===== src/rtl/lbist_pkg.sv =====
// Shared types and default widths for the LBIST session sequencer.
// Contents: state_t session states, default parameter values, RESP_LAT upper
// bound and a small unsigned max helper used for timer sizing.
package lbist_pkg;

    typedef enum logic [2:0] {
        IDLE  = 3'd0,
        SETUP = 3'd1,
        RUN   = 3'd2,
        DRAIN = 3'd3,
        DONE  = 3'd4
    } state_t;

    localparam int unsigned DEF_SETUP_DELAY = 10;
    localparam int unsigned DEF_ERR_BITS    = 8;
    localparam int unsigned DEF_PAT_BITS    = 16;
    localparam int unsigned DEF_RESP_LAT    = 2;
    localparam int unsigned RESP_LAT_MAX    = 15;

    function automatic int unsigned max_u(input int unsigned a, input int unsigned b);
        return (a > b) ? a : b;
    endfunction

endpackage


===== src/rtl/sat_counter.sv =====
// Saturating up-counter with synchronous clear.
// Ports: clk, rst (sync, active-high), clear (sync clear), inc (count up by one),
//        count[W-1:0] (registered value, sticks at all-ones).
module sat_counter #(
    parameter int unsigned W = 8
) (
    input  logic         clk,
    input  logic         rst,
    input  logic         clear,
    input  logic         inc,
    output logic [W-1:0] count
);

    always_ff @(posedge clk) begin
        if (rst || clear) begin
            count <= '0;
        end else if (inc && (count != '1)) begin
            count <= count + W'(1);
        end
    end

endmodule


===== src/rtl/lbist_sequencer.sv =====
// LBIST session sequencer: holds the TPG at seed for a setup window, steps it
// one pattern per cycle until tpg_end, drains the CUT/ORA pipeline and reports
// done/pass with a saturating mismatch count.
// Ports: clk, rst (sync, active-high); start/abort session control;
//        tpg_end, ora_res from TPG/ORA; tpg_reset, tpg_inc to TPG;
//        busy, done, pass, err_count[ERR_BITS], pat_cnt[PAT_BITS] status.
// Optional: define LBIST_FAIL_LOG_EN to add first_fail_vld and
//        first_fail_idx[PAT_BITS] (response index of the first mismatch).
module lbist_sequencer
    import lbist_pkg::*;
#(
    parameter int unsigned SETUP_DELAY = DEF_SETUP_DELAY,
    parameter int unsigned ERR_BITS    = DEF_ERR_BITS,
    parameter int unsigned PAT_BITS    = DEF_PAT_BITS,
    parameter int unsigned RESP_LAT    = DEF_RESP_LAT
) (
    input  logic                clk,
    input  logic                rst,
    input  logic                start,
    input  logic                abort,
    input  logic                tpg_end,
    input  logic                ora_res,
    output logic                tpg_reset,
    output logic                tpg_inc,
    output logic                busy,
    output logic                done,
    output logic                pass,
    output logic [ERR_BITS-1:0] err_count,
`ifdef LBIST_FAIL_LOG_EN
    output logic                first_fail_vld,
    output logic [PAT_BITS-1:0] first_fail_idx,
`endif
    output logic [PAT_BITS-1:0] pat_cnt
);

    localparam int unsigned SETUP_LOAD = SETUP_DELAY - 1;
    localparam int unsigned DRAIN_LOAD = (RESP_LAT > 0) ? RESP_LAT - 1 : 0;
    localparam int unsigned TMR_MAX    = max_u(SETUP_LOAD, DRAIN_LOAD);
    localparam int unsigned TMR_W      = (TMR_MAX > 0) ? $clog2(TMR_MAX + 1) : 1;

    state_t           state;
    logic [TMR_W-1:0] tmr;
    logic             ora_vld;
    logic             sess_start;
    logic             sess_abort;
    logic             err_hit;

    // start only counts when idle/done; abort only counts while busy
    assign sess_start = start && ((state == IDLE) || (state == DONE));
    assign sess_abort = abort && ((state == SETUP) || (state == RUN) || (state == DRAIN));
    // abort freezes the counters on its own edge
    assign err_hit    = ora_vld && ora_res && !sess_abort;

    // Response-valid pipeline: tpg_inc delayed by RESP_LAT cycles
    generate
        if (RESP_LAT == 0) begin : g_no_lat
            assign ora_vld = tpg_inc;
        end else begin : g_lat
            logic [RESP_LAT-1:0] vld_sr;
            always_ff @(posedge clk) begin
                if (rst || sess_abort || sess_start) begin
                    vld_sr <= '0;
                end else begin
                    vld_sr <= (vld_sr << 1) | RESP_LAT'(tpg_inc);
                end
            end
            assign ora_vld = vld_sr[RESP_LAT-1];
        end
    endgenerate

    sat_counter #(.W(ERR_BITS)) u_err_cnt (
        .clk   (clk),
        .rst   (rst),
        .clear (sess_start),
        .inc   (err_hit),
        .count (err_count)
    );

    // Session FSM with registered outputs
    always_ff @(posedge clk) begin
        if (rst) begin
            state     <= IDLE;
            tmr       <= '0;
            tpg_reset <= 1'b1;
            tpg_inc   <= 1'b0;
            busy      <= 1'b0;
            done      <= 1'b0;
            pass      <= 1'b0;
            pat_cnt   <= '0;
        end else begin
            case (state)
                IDLE, DONE: begin
                    if (start) begin
                        state     <= SETUP;
                        tmr       <= TMR_W'(SETUP_LOAD);
                        tpg_reset <= 1'b1;
                        busy      <= 1'b1;
                        done      <= 1'b0;
                        pass      <= 1'b0;
                        pat_cnt   <= '0;
                    end
                end
                SETUP: begin
                    if (abort) begin
                        state     <= IDLE;
                        tpg_reset <= 1'b1;
                        tpg_inc   <= 1'b0;
                        busy      <= 1'b0;
                        done      <= 1'b0;
                    end else if (tmr == '0) begin
                        state     <= RUN;
                        tpg_reset <= 1'b0;
                        tpg_inc   <= 1'b1;
                    end else begin
                        tmr <= tmr - TMR_W'(1);
                    end
                end
                RUN: begin
                    if (abort) begin
                        state     <= IDLE;
                        tpg_reset <= 1'b1;
                        tpg_inc   <= 1'b0;
                        busy      <= 1'b0;
                        done      <= 1'b0;
                    end else begin
                        pat_cnt <= pat_cnt + PAT_BITS'(1);
                        if (tpg_end) begin
                            tpg_inc <= 1'b0;
                            if (RESP_LAT == 0) begin
                                state     <= DONE;
                                tpg_reset <= 1'b1;
                                busy      <= 1'b0;
                                done      <= 1'b1;
                                pass      <= (err_count == '0) && !err_hit;
                            end else begin
                                state <= DRAIN;
                                tmr   <= TMR_W'(DRAIN_LOAD);
                            end
                        end
                    end
                end
                DRAIN: begin
                    if (abort) begin
                        state     <= IDLE;
                        tpg_reset <= 1'b1;
                        tpg_inc   <= 1'b0;
                        busy      <= 1'b0;
                        done      <= 1'b0;
                    end else if (tmr == '0) begin
                        // pass folds in a mismatch landing on this final drain cycle
                        state     <= DONE;
                        tpg_reset <= 1'b1;
                        busy      <= 1'b0;
                        done      <= 1'b1;
                        pass      <= (err_count == '0) && !err_hit;
                    end else begin
                        tmr <= tmr - TMR_W'(1);
                    end
                end
                default: begin
                    state     <= IDLE;
                    tpg_reset <= 1'b1;
                    tpg_inc   <= 1'b0;
                    busy      <= 1'b0;
                end
            endcase
        end
    end

`ifdef LBIST_FAIL_LOG_EN
    logic [PAT_BITS-1:0] resp_idx;

    // Capture the response index of the first valid mismatch
    always_ff @(posedge clk) begin
        if (rst || sess_start) begin
            resp_idx       <= '0;
            first_fail_vld <= 1'b0;
            first_fail_idx <= '0;
        end else begin
            if (ora_vld && !sess_abort) begin
                resp_idx <= resp_idx + PAT_BITS'(1);
            end
            if (err_hit && !first_fail_vld) begin
                first_fail_vld <= 1'b1;
                first_fail_idx <= resp_idx;
            end
        end
    end
`endif

endmodule


===== config.mk =====
export PLATFORM = sky130hd
export DESIGN_NAME = lbist_sequencer
export DESIGN_NICKNAME = d
export VERILOG_FILES = /design/src/rtl/lbist_pkg.sv /design/src/rtl/sat_counter.sv /design/src/rtl/lbist_sequencer.sv
export SDC_FILE = /design/constraint.sdc
export NUM_CORES = 1
export LEC_CHECK = 0
export CAP_MARGIN = 40
export CORE_ASPECT_RATIO = 2
export CORE_UTILIZATION = 50
export DETAILED_ROUTE_END_ITERATION = 7
export HOLD_SLACK_MARGIN = 0.15
export PLACE_DENSITY = 0.87
export SYNTH_ARGS = -nofsm -noshare
export SYNTH_HDL_FRONTEND = slang
export SYNTH_HIERARCHICAL = 1
export SYNTH_SLANG_ARGS = --single-unit

===== constraint.sdc =====
create_clock -name clk -period 3.1 [get_ports clk]
set_clock_uncertainty 0.1 [all_clocks]
set_input_delay 0.31 -clock clk [delete_from_list [all_inputs] [get_ports clk]]
set_output_delay 0.31 -clock clk [all_outputs]
set_load 0.02 [all_outputs]

==> results of run 1 <==
## power groups by stage
| stage | sequential [mW] | combinational (mW) | clock (mW) |
|---|---|---|---|
| 2_1_floorplan | 0.525 | 0.0714 | 0 |
| 3_3_place_gp | 0.523 | 0.107 | 0 |
| 3_5_place_dp | 0.523 | 0.110 | 0 |
| 4_1_cts | 0.512 | 0.111 | 0.342 |
| 5_1_grt | 0.514 | 0.123 | 0.364 |
| 6_report | 0.513 | 0.110 | 0.334 |
## final cells by class
class / instances / area [um2] / area share
well taps: 49 / 61.3 / 0.0256
clock buffers: 6 / 82.6 / 0.0345
flip-flops and latches: 38 / 761 / 0.318
inverters: 11 / 41.3 / 0.0173
repair buffers: 37 / 363 / 0.152
multi-input cells: 164 / 1080 / 0.453
## routing by layer
layer | up-vias | routed length (um) | part of all wire | global-route usage
met3 | 4 | 166 | 0.040 | 0.0542
met1 | 805 | 1680 | 0.40 | 0.263
met2 | 40 | 2280 | 0.55 | 0.397
met4 | 0 | 46 | 0.011 | 0.0784
met5 | - | 0 | 0 | 0
li1 | 889 | - | - | -
## stage by stage
step / instance area (um2) / total power, mW / hold WS, ns / util
2_1_floorplan: 1940 / 0.597 / 0.289 / -
5_1_grt: 2390 / 1.00 / 0.393 / 0.656
6_report: 2390 / 0.957 / 0.337 / 0.656
3_5_place_dp: 2310 / 0.633 / 0.321 / 0.634
3_3_place_gp: 2310 / 0.630 / 0.312 / 0.634
4_1_cts: 2390 / 0.966 / 0.343 / 0.656
## path summary, 6_finish.rpt
check | from | endpoint
setup / recovery | start | pat_cnt[8]
hold / removal | g_lat.vld_sr[0] | g_lat.vld_sr[1]
setup reg to reg | state[0] | pat_cnt[8]
hold reg to reg | g_lat.vld_sr[0] | g_lat.vld_sr[1]
## registers in the layout, indices dropped and copies added, names as in the netlist
signal	flops
state	3
g_lat.vld_sr	2
tmr	4
u_err_cnt/count	8
pass	1
tpg_reset	1
busy	1
pat_cnt	16
tpg_inc	1
done	1
## logic make-up after synthesis
kind of cell | count (synthesis)
xor+xnor | 6
compound gates | 57
fa+ha+maj | 4
buf+inv | 20
mux | 6
simple gates | 91
flops | 38
## layout by cell type (no fill, tap or decap), types with 4 or more instances in the layout
cell | netlist | layout
dfxtp_1 | 38 | 38
clkdlybuf4s50_1 | 0 | 34
a21oi_1 | 20 | 20
nand2_1 | 15 | 15
nor2_1 | 13 | 13
inv_1 | 11 | 11
o21ai_0 | 9 | 9
nor3_1 | 7 | 7
or3_1 | 7 | 7
nand3_1 | 6 | 6
mux2i_1 | 6 | 6
clkbuf_8 | 0 | 6
or4_1 | 5 | 5
o21a_1 | 5 | 5
a211oi_1 | 4 | 4
o31ai_1 | 4 | 4
nor4_1 | 4 | 4
ha_1 | 4 | 4
==> summary.md, run 1 <==
| Metric | Value |
|---|---|
| Hold path depth | `1` |
| Type of destination of the critical path | `flip-flop` |
| Combinational Power Share | `0.115` |
| Top_reg_cell synth | `dfxtp_1` |
| Pleak | `0.812 nW` |
| Chip width | `46.0 um` |
| Reg clk slew, reported paths | `0.07 ns` |
| Routed WL | `4170 um` |
| Simple-gate portion of the synthesized area | `0.281` |
| FF-to-FF path depth | `5` |
| Std-Cell Rows | `31` |
| Post-CTS resize count | `0` |
| DP Cell Count | `299` |
| Clock Latency Late Sink | `0.29 ns` |
| Commonest cells post-synth | `dfxtp_1 (38), a21oi_1 (20), nand2_1 (15)` |
| Die Ht | `90.1 um` |
| Crit path kind | `primary input to flip-flop` |
| Most frequent cell after synthesis | `dfxtp_1` |
| Critical Path RT | `3.21 ns` |
| Critical Path Max Stage Delay | `0.52 ns` |
| Grt ovf | `0` |
| Initial antenna violation count | `0` |
| Post-synthesis cell type count | `52` |
| Unrepaired setup endpoints after global routing | `no` |
| Drt wl/cell | `13.7 um` |
| Synth Instances | `222` |
| Clock share of power | `0.349` |
| Io pins | `35` |
| Maxcap violations | `0` |
| Power per cell area | `400 mW/mm2` |
| Mux contribution to synthesized area | `0.0310` |
| YS warnings | `6` |
| Hold Vio Cnt, Final | `0` |
| Reg2Reg Setup Slack | `0.96 ns` |
| DR pass1 iterations | `4` |
| GP Congestion | `0.836` |
| Share of the synthesized area in the top cell type | `0.392` |
| Non-filler instance count after layout | `305` |
| Switching Fraction | `0.248` |
| Fillers | `337` |
| CTS Buf Count | `5` |
| WP buf/inv | `2` |
| Status | `completed` |
| Final setup violation count | `0` |
| Final count of pins violating max slew | `0` |
| Int Pwr | `0.720 mW` |
| Peak VDD IR | `0.509 mV` |
| Port Buffers | `34` |
| Tot GR Track Use | `0.231` |
| Nets | `267` |
| Worst setup margin | `0.886 ns` |
| CTS tree | `done` |
| First-pass GRT wire length | `7340 um` |
| Fmax | `452 MHz` |
| Sink Count | `38` |
| Crit share post-route | `0.714` |
| Initial Utilization | `0.532` |
| Antenna-violating nets left | `0` |
| Share of cells above drive strength 1 | `0.0898` |
| Arrival time worst endpoint | `2.33 ns` |
| Crit-path slowest cell | `or3b_2` |
| Crit Path Max Fanout | `8` |
| Hold Crit Class | `flip-flop to flip-flop` |
| CTS root buf | `clkbuf_8` |
| Core area | `0.00365 mm2` |
| Drt first-iter violations | `44` |
| CP delay by family, top | `simple AND/OR/NAND/NOR gates` |
| Largest net degree at the start of global routing | `23` |
| FF+latch count, synth | `38` |
| Largest cells by area after synthesis | `dfxtp_1 (39%), a21oi_1 (5.2%), mux2i_1 (3.1%)` |
| Clk buf depth | `2` |
| EDFF count, synth | `0` |
| Cell area after synthesis | `0.00194 mm2` |
| Largest family of logic cells by synthesized area | `simple AND/OR/NAND/NOR gates` |
| TNS Setup | `0 ns` |
| Post-DP HPWL | `3040 um` |
| Async S/R FF share, synth | `0` |
| Critical path depth | `6` |
| CTS Hold Bufs | `0` |
| Synth Area in XOR/XNOR | `0.0271` |
| Least-Margin Pin Slew | `0.738 ns` |
| Ant diodes | `0` |
| Worst Setup Start Kind | `primary input` |
| Vias per inst | `5.70` |
| Post-Place Worst Slack | `0.619 ns` |
| Syn avg cell area | `8.74 um2` |
| Headroom to the max-slew limit | `0.501` |
| Crit path time final | `2.21 ns` |
| Drt drc | `0` |
| CTS HTree Levels | `2` |
| Via count | `1,738` |
| Synth area leader | `dfxtp_1` |
| CP Cell Sequence | `clkdlybuf4s50_1 -> or3b_2 -> inv_1 -> o2111ai_2 -> or3_1 -> a21oi_1` |
| Post-synthesis sequential area ratio | `0.392` |
| Syn nets | `232` |
| Synth Area in Compound Gates | `0.195` |
| Adder-Cell Fraction of Synth Area | `0.0258` |
| Sequential power share | `0.535` |
| Post-CTS Setup Inserts | `0` |
| Area Growth Syn to Fin | `23.4%` |
| NetSw | `0.237 mW` |
| Die footprint | `0.00415 mm2` |
| Vias in the first global route | `1,680` |
(Power assumes the default switching activity.)
==> run 2: changes to the inputs <==
- CORE_UTILIZATION: 50 -> 47
- PLACE_DENSITY: 0.87 -> 0.86
- clock period: 3.1 -> 1.8 ns (I/O delays scaled with it)
==> run 2 against run 1 <==
The run now ends with setup timing left. First-iteration DRC count grew 27%. Global-route usage grew 3.6 points. Routed wire length grew 29%. Clock power grew 86%. Hold slack lost 0.077 ns. Sequential cell count is the same. Setup slack lost 0.90 ns. Die area grew 6.2%. Cell count grew 11%. Highest routed layer unchanged.
==> summary.md, run 2 (same netlist as run 1, synthesis figures left out) <==
| Metric | Value |
|---|---|
| Nets | `298` |
| Least-Margin Pin Slew | `0.519 ns` |
| Area Growth Syn to Fin | `41.8%` |
| CTS Buf Count | `5` |
| Int Pwr | `1.31 mW` |
| Arrival time worst endpoint | `1.95 ns` |
| Post-Place Worst Slack | `-0.431 ns` |
| Placed cell areas | `0.00252 mm2` |
| Port Buffers | `34` |
| Fmax | `552 MHz` |
| WP buf/inv | `0` |
| Clock share of power | `0.346` |
| Combinational Power Share | `0.163` |
| Grt ovf | `0` |
| Fillers | `292` |
| DR pass1 iterations | `4` |
| Core area | `0.00388 mm2` |
| Total Power | `1.79 mW` |
| CTS HTree Levels | `2` |
| Die footprint | `0.00440 mm2` |
| Worst Setup Start Kind | `flip-flop` |
| Hold Crit Class | `primary input to flip-flop` |
| Register with the most flip-flops | `pat_cnt` |
| Crit path time final | `1.81 ns` |
| Peak VDD IR | `0.554 mV` |
| CP Cell Sequence | `or4b_4 -> a21o_4 -> or4_4 -> a21oi_2` |
| Failing checks | `setup timing` |
| Unrepaired setup endpoints after global routing | `yes` |
| Pleak | `0.993 nW` |
| Die Ht | `92.8 um` |
| Clock Latency Late Sink | `0.30 ns` |
| Ant diodes | `0` |
| Largest register FFs | `16` |
| Most frequent cells in the layout | `dfxtp_1 (36), buf_4 (34), clkdlybuf4s50_1 (32)` |
| GP Congestion | `0.843` |
| Sink Count | `38` |
| Largest net degree at the start of global routing | `15` |
| Power per cell area | `652 mW/mm2` |
| Final count of pins violating max slew | `0` |
| TNS Setup | `-0.0118 ns` |
| Crit-path slowest cell | `or4b_4` |
| Fin area | `0.00275 mm2` |
| Tot GR Track Use | `0.267` |
| Crit path kind | `flip-flop to flip-flop` |
| Critical Path RT | `1.94 ns` |
| Reg clk slew, reported paths | `0.08 ns` |
| Type of destination of the critical path | `flip-flop` |
| Vias per inst | `5.84` |
| Crit share post-route | `1.01` |
| CTS tree | `done` |
| First-pass GRT wire length | `8640 um` |
| Status | `finished with violations` |
| Switching Fraction | `0.267` |
| CTS Hold Bufs | `0` |
| Post-DP HPWL | `3510 um` |
| Initial Utilization | `0.499` |
| Via count | `1,987` |
| Antenna-violating nets left | `0` |
| Worst setup margin | `-0.0118 ns` |
| Vias in the first global route | `2,025` |
| Clk buf depth | `2` |
| Final setup violation count | `1` |
| Hold_ws | `0.260 ns` |
| Top Registers | `pat_cnt x16, u_err_cnt/count x8, tmr x4` |
| Drt wl/cell | `15.8 um` |
| Crit Path Max Fanout | `8` |
| Maxcap violations | `0` |
| Std-Cell Rows | `32` |
| Chip width | `47.4 um` |
| Critical Path Max Stage Delay | `0.49 ns` |
| Io pins | `35` |
| Sequential power share | `0.491` |
| Drt first-iter violations | `56` |
| CP delay by family, top | `simple AND/OR/NAND/NOR gates` |
| Hold Vio Cnt, Final | `0` |
| Commonest non-fill, non-tap cell in the layout | `dfxtp_1` |
| Drt drc | `0` |
| Share of cells above drive strength 1 | `0.239` |
| Routed WL | `5360 um` |
| Headroom to the max-slew limit | `0.652` |
| Initial antenna violation count | `0` |
| CTS root buf | `clkbuf_8` |
| NetSw | `0.479 mW` |
==> run 2: power by group through the flow <==
stage	registers (mW)	logic [mW]	clock network (mW)
floorplan	0.904	0.126	0
global placement	0.897	0.244	0
detailed placement	0.898	0.248	0
CTS	0.878	0.260	0.626
global route	0.883	0.317	0.654
finish	0.881	0.292	0.620
==> run 2: worst paths after layout <==
path	startpoint	end	slack (ns)	depth (start not counted)
worst min-delay path	start	state[2]	0.26	3
worst min register to register	g_lat.vld_sr[0]	g_lat.vld_sr[1]	0.36	1
worst max-delay path	state[0]	pat_cnt[9]	-0.01	4
worst max register to register	state[0]	pat_cnt[9]	-0.01	4
==> run 2: tightest hold or removal path: stages <==
cell           delay (ns)
dlygate4sd2_1        0.25
nand3b_1             0.12
a21oi_1              0.06
==> run 2: stage by stage <==
step | util | instances
finish | 0.708 | 340
global route | 0.708 | 340
CTS | 0.685 | 338
detailed placement | 0.650 | 329
global placement | 0.650 | 329
floorplan | - | 222
==> run 2: area by class of cell <==
type | count | area [um2] | area share
Multi-Input combinational cell | 164 | 1190 | 0.433
Sequential cell | 38 | 768 | 0.279
Timing Repair Buffer | 68 | 593 | 0.216
Clock buffer | 7 | 86.3 | 0.0314
Tap cell | 51 | 63.8 | 0.0232
Inverter | 11 | 43.8 | 0.0159
Clock inverter | 1 | 5.00 | 0.00182
==> run 2: repair_timing <==
| item | in CTS | in global routing |
|---|---|---|
| pin swaps | 0 | 3 |
| setup buffers | 1 | 2 |
| gates resized for setup | 12 | 14 |
| gates cloned | 0 | 0 |
| setup endpoints to repair | 20 | 16 |
==> run 2: routing by layer <==
metal	global-route usage	vias up	routed length, um
met5	0	-	0
li1	-	953	-
met1	0.273	949	1970
met2	0.468	64	2990
met4	0.164	0	196
met3	0.0331	21	204
==> run 3: changes to the inputs <==
- CORE_MARGIN: default -> 2
==> run 3 against run 2 <==
The flow still finishes with violations (setup timing). Cell area grew 0.27%. Routed wire length shrank 0.50%. Sequential cell count is the same. Cell count is the same. Count of clock-buffer cells in the layout shrank 1. Combinational power shrank 4%. Critical endpoint is now pat_cnt[11].
==> summary.md, run 3 (same netlist as run 1, synthesis figures left out) <==
| Metric | Value |
|---|---|
| Die footprint | `0.00469 mm2` |
| Register area | `767 um2` |
| Share of cells above drive strength 1 | `0.257` |
| Tot GR Track Use | `0.227` |
| Die Ht | `94.8 um` |
| Largest register FFs | `16` |
| Io pins | `35` |
| Clk buf depth | `2` |
| Sink Count | `38` |
| Clock Latency Late Sink | `0.30 ns` |
| Unrepaired setup endpoints after global routing | `yes` |
| WP buf/inv | `0` |
| Top Registers | `pat_cnt x16, u_err_cnt/count x8, tmr x4` |
| TNS Setup | `-0.244 ns` |
| Worst Setup Start Kind | `flip-flop` |
| Most frequent cells in the layout | `dfxtp_1 (35), clkdlybuf4s50_1 (32), buf_4 (30)` |
| Pleak | `0.998 nW` |
| CTS HTree Levels | `2` |
| Port Buffers | `34` |
| Worst setup margin | `-0.0981 ns` |
| Crit share post-route | `1.05` |
| Routed WL | `5330 um` |
| Antenna-violating nets left | `0` |
| DR pass1 iterations | `4` |
| Type of destination of the critical path | `flip-flop` |
| Fmax | `527 MHz` |
| CTS tree | `done` |
| Failing checks | `setup timing` |
| CTS Hold Bufs | `0` |
| Std-Cell Rows | `33` |
| Fillers | `330` |
| Core area | `0.00405 mm2` |
| GP Congestion | `0.857` |
| Chip width | `49.4 um` |
| Post-DP HPWL | `3620 um` |
| Footprint of the multi-input gates | `0.00119 mm2` |
| Ant diodes | `0` |
| Initial Utilization | `0.479` |
| CP Cell Sequence | `or4b_4 -> a21o_4 -> or4_1 -> a21oi_2` |
| CTS Buf Count | `5` |
| Drt first-iter violations | `68` |
| Reg clk slew, reported paths | `0.08 ns` |
| Least-Margin Pin Slew | `0.534 ns` |
| Drt wl/cell | `15.7 um` |
| First-pass GRT wire length | `8360 um` |
| Grt ovf | `0` |
| Crit path time final | `1.90 ns` |
| Non-filler instance count after layout | `340` |
| Crit-path slowest cell | `or4b_4` |
| Vias per inst | `5.89` |
| Arrival time worst endpoint | `2.04 ns` |
| Drt drc | `0` |
| Via count | `2,003` |
| Crit path kind | `flip-flop to flip-flop` |
| Nets | `297` |
| Hold Crit Class | `primary input to flip-flop` |
| Maxcap violations | `0` |
| CP delay by family, top | `simple AND/OR/NAND/NOR gates` |
| Final count of pins violating max slew | `0` |
| Status | `finished with violations` |
| Hold Vio Cnt, Final | `0` |
| Area Growth Syn to Fin | `42.2%` |
| DP Cell Count | `329` |
| Critical Path RT | `1.94 ns` |
| Largest net degree at the start of global routing | `17` |
| Crit Path Max Fanout | `8` |
| CTS root buf | `clkbuf_8` |
| Register with the most flip-flops | `pat_cnt` |
| Final setup violation count | `5` |
| Peak VDD IR | `0.488 mV` |
| Commonest non-fill, non-tap cell in the layout | `dfxtp_1` |
| Headroom to the max-slew limit | `0.643` |
| Initial antenna violation count | `0` |
| Power per cell area | `653 mW/mm2` |
| Critical Path Max Stage Delay | `0.54 ns` |
| Vias in the first global route | `1,926` |
==> run 3: final timing paths <==
kind | from | end | slack (ns) | cells past startpoint
worst max-delay path | state[2] | pat_cnt[11] | -0.1 | 4
worst min-delay path | start | state[2] | 0.24 | 3
worst max register to register | state[2] | pat_cnt[11] | -0.1 | 4
worst min register to register | g_lat.vld_sr[0] | g_lat.vld_sr[1] | 0.34 | 1
==> run 3: cell type report <==
class,instances,share of cell area
multi-input combinational,164,0.431
tap,52,0.0236
clock inverter,2,0.00454
sequential,38,0.278
timing repair buffer,67,0.218
clock buffer,6,0.0299
inverter,11,0.0150
==> run 3: worst reg2reg max path: cells and delay by family (launching register included) <==
kind,cells,cell delay (ns)
AOI/OAI and AO/OA,2,0.38
DFF,1,0.37
and+or+nand+nor,2,0.99
==> run 3: metrics by stage <==
stage / setup WS (ns) / util / power [mW] / cell area, um2 / hold WS, ns
global route: -0.138 / 0.682 / 1.86 / 2760 / 0.258
global placement: -0.373 / 0.622 / 1.13 / 2520 / 0.311
detailed placement: -0.408 / 0.622 / 1.13 / 2520 / 0.316
floorplan: -0.0612 / - / 1.03 / 1950 / 0.159
CTS: -0.0556 / 0.661 / 1.77 / 2670 / 0.240
finish: -0.0981 / 0.682 / 1.80 / 2760 / 0.244
==> run 3: power breakdown <==
| part | leakage (nW) | total, mW | switching, mW | internal, mW |
|---|---|---|---|---|
| clock | 0.0472 | 0.638 | 0.330 | 0.308 |
| combinational | 0.642 | 0.280 | 0.140 | 0.140 |
| sequential | 0.309 | 0.882 | 0.0213 | 0.860 |
| total | 0.998 | 1.80 | 0.491 | 1.31 |
==> run 3: layer usage <==
layer	part of all wire	global-route usage
met5	0	0
met3	0.037	0.0380
met4	0.037	0.157
met2	0.55	0.421
met1	0.38	0.224
==> run 3: what timing repair did <==
item                       in CTS  in global routing
buffers inserted                2                  1
gates cloned                    0                  0
gates resized for setup        12                 20
setup endpoints to repair      19                 23
pin swaps                       1                  4
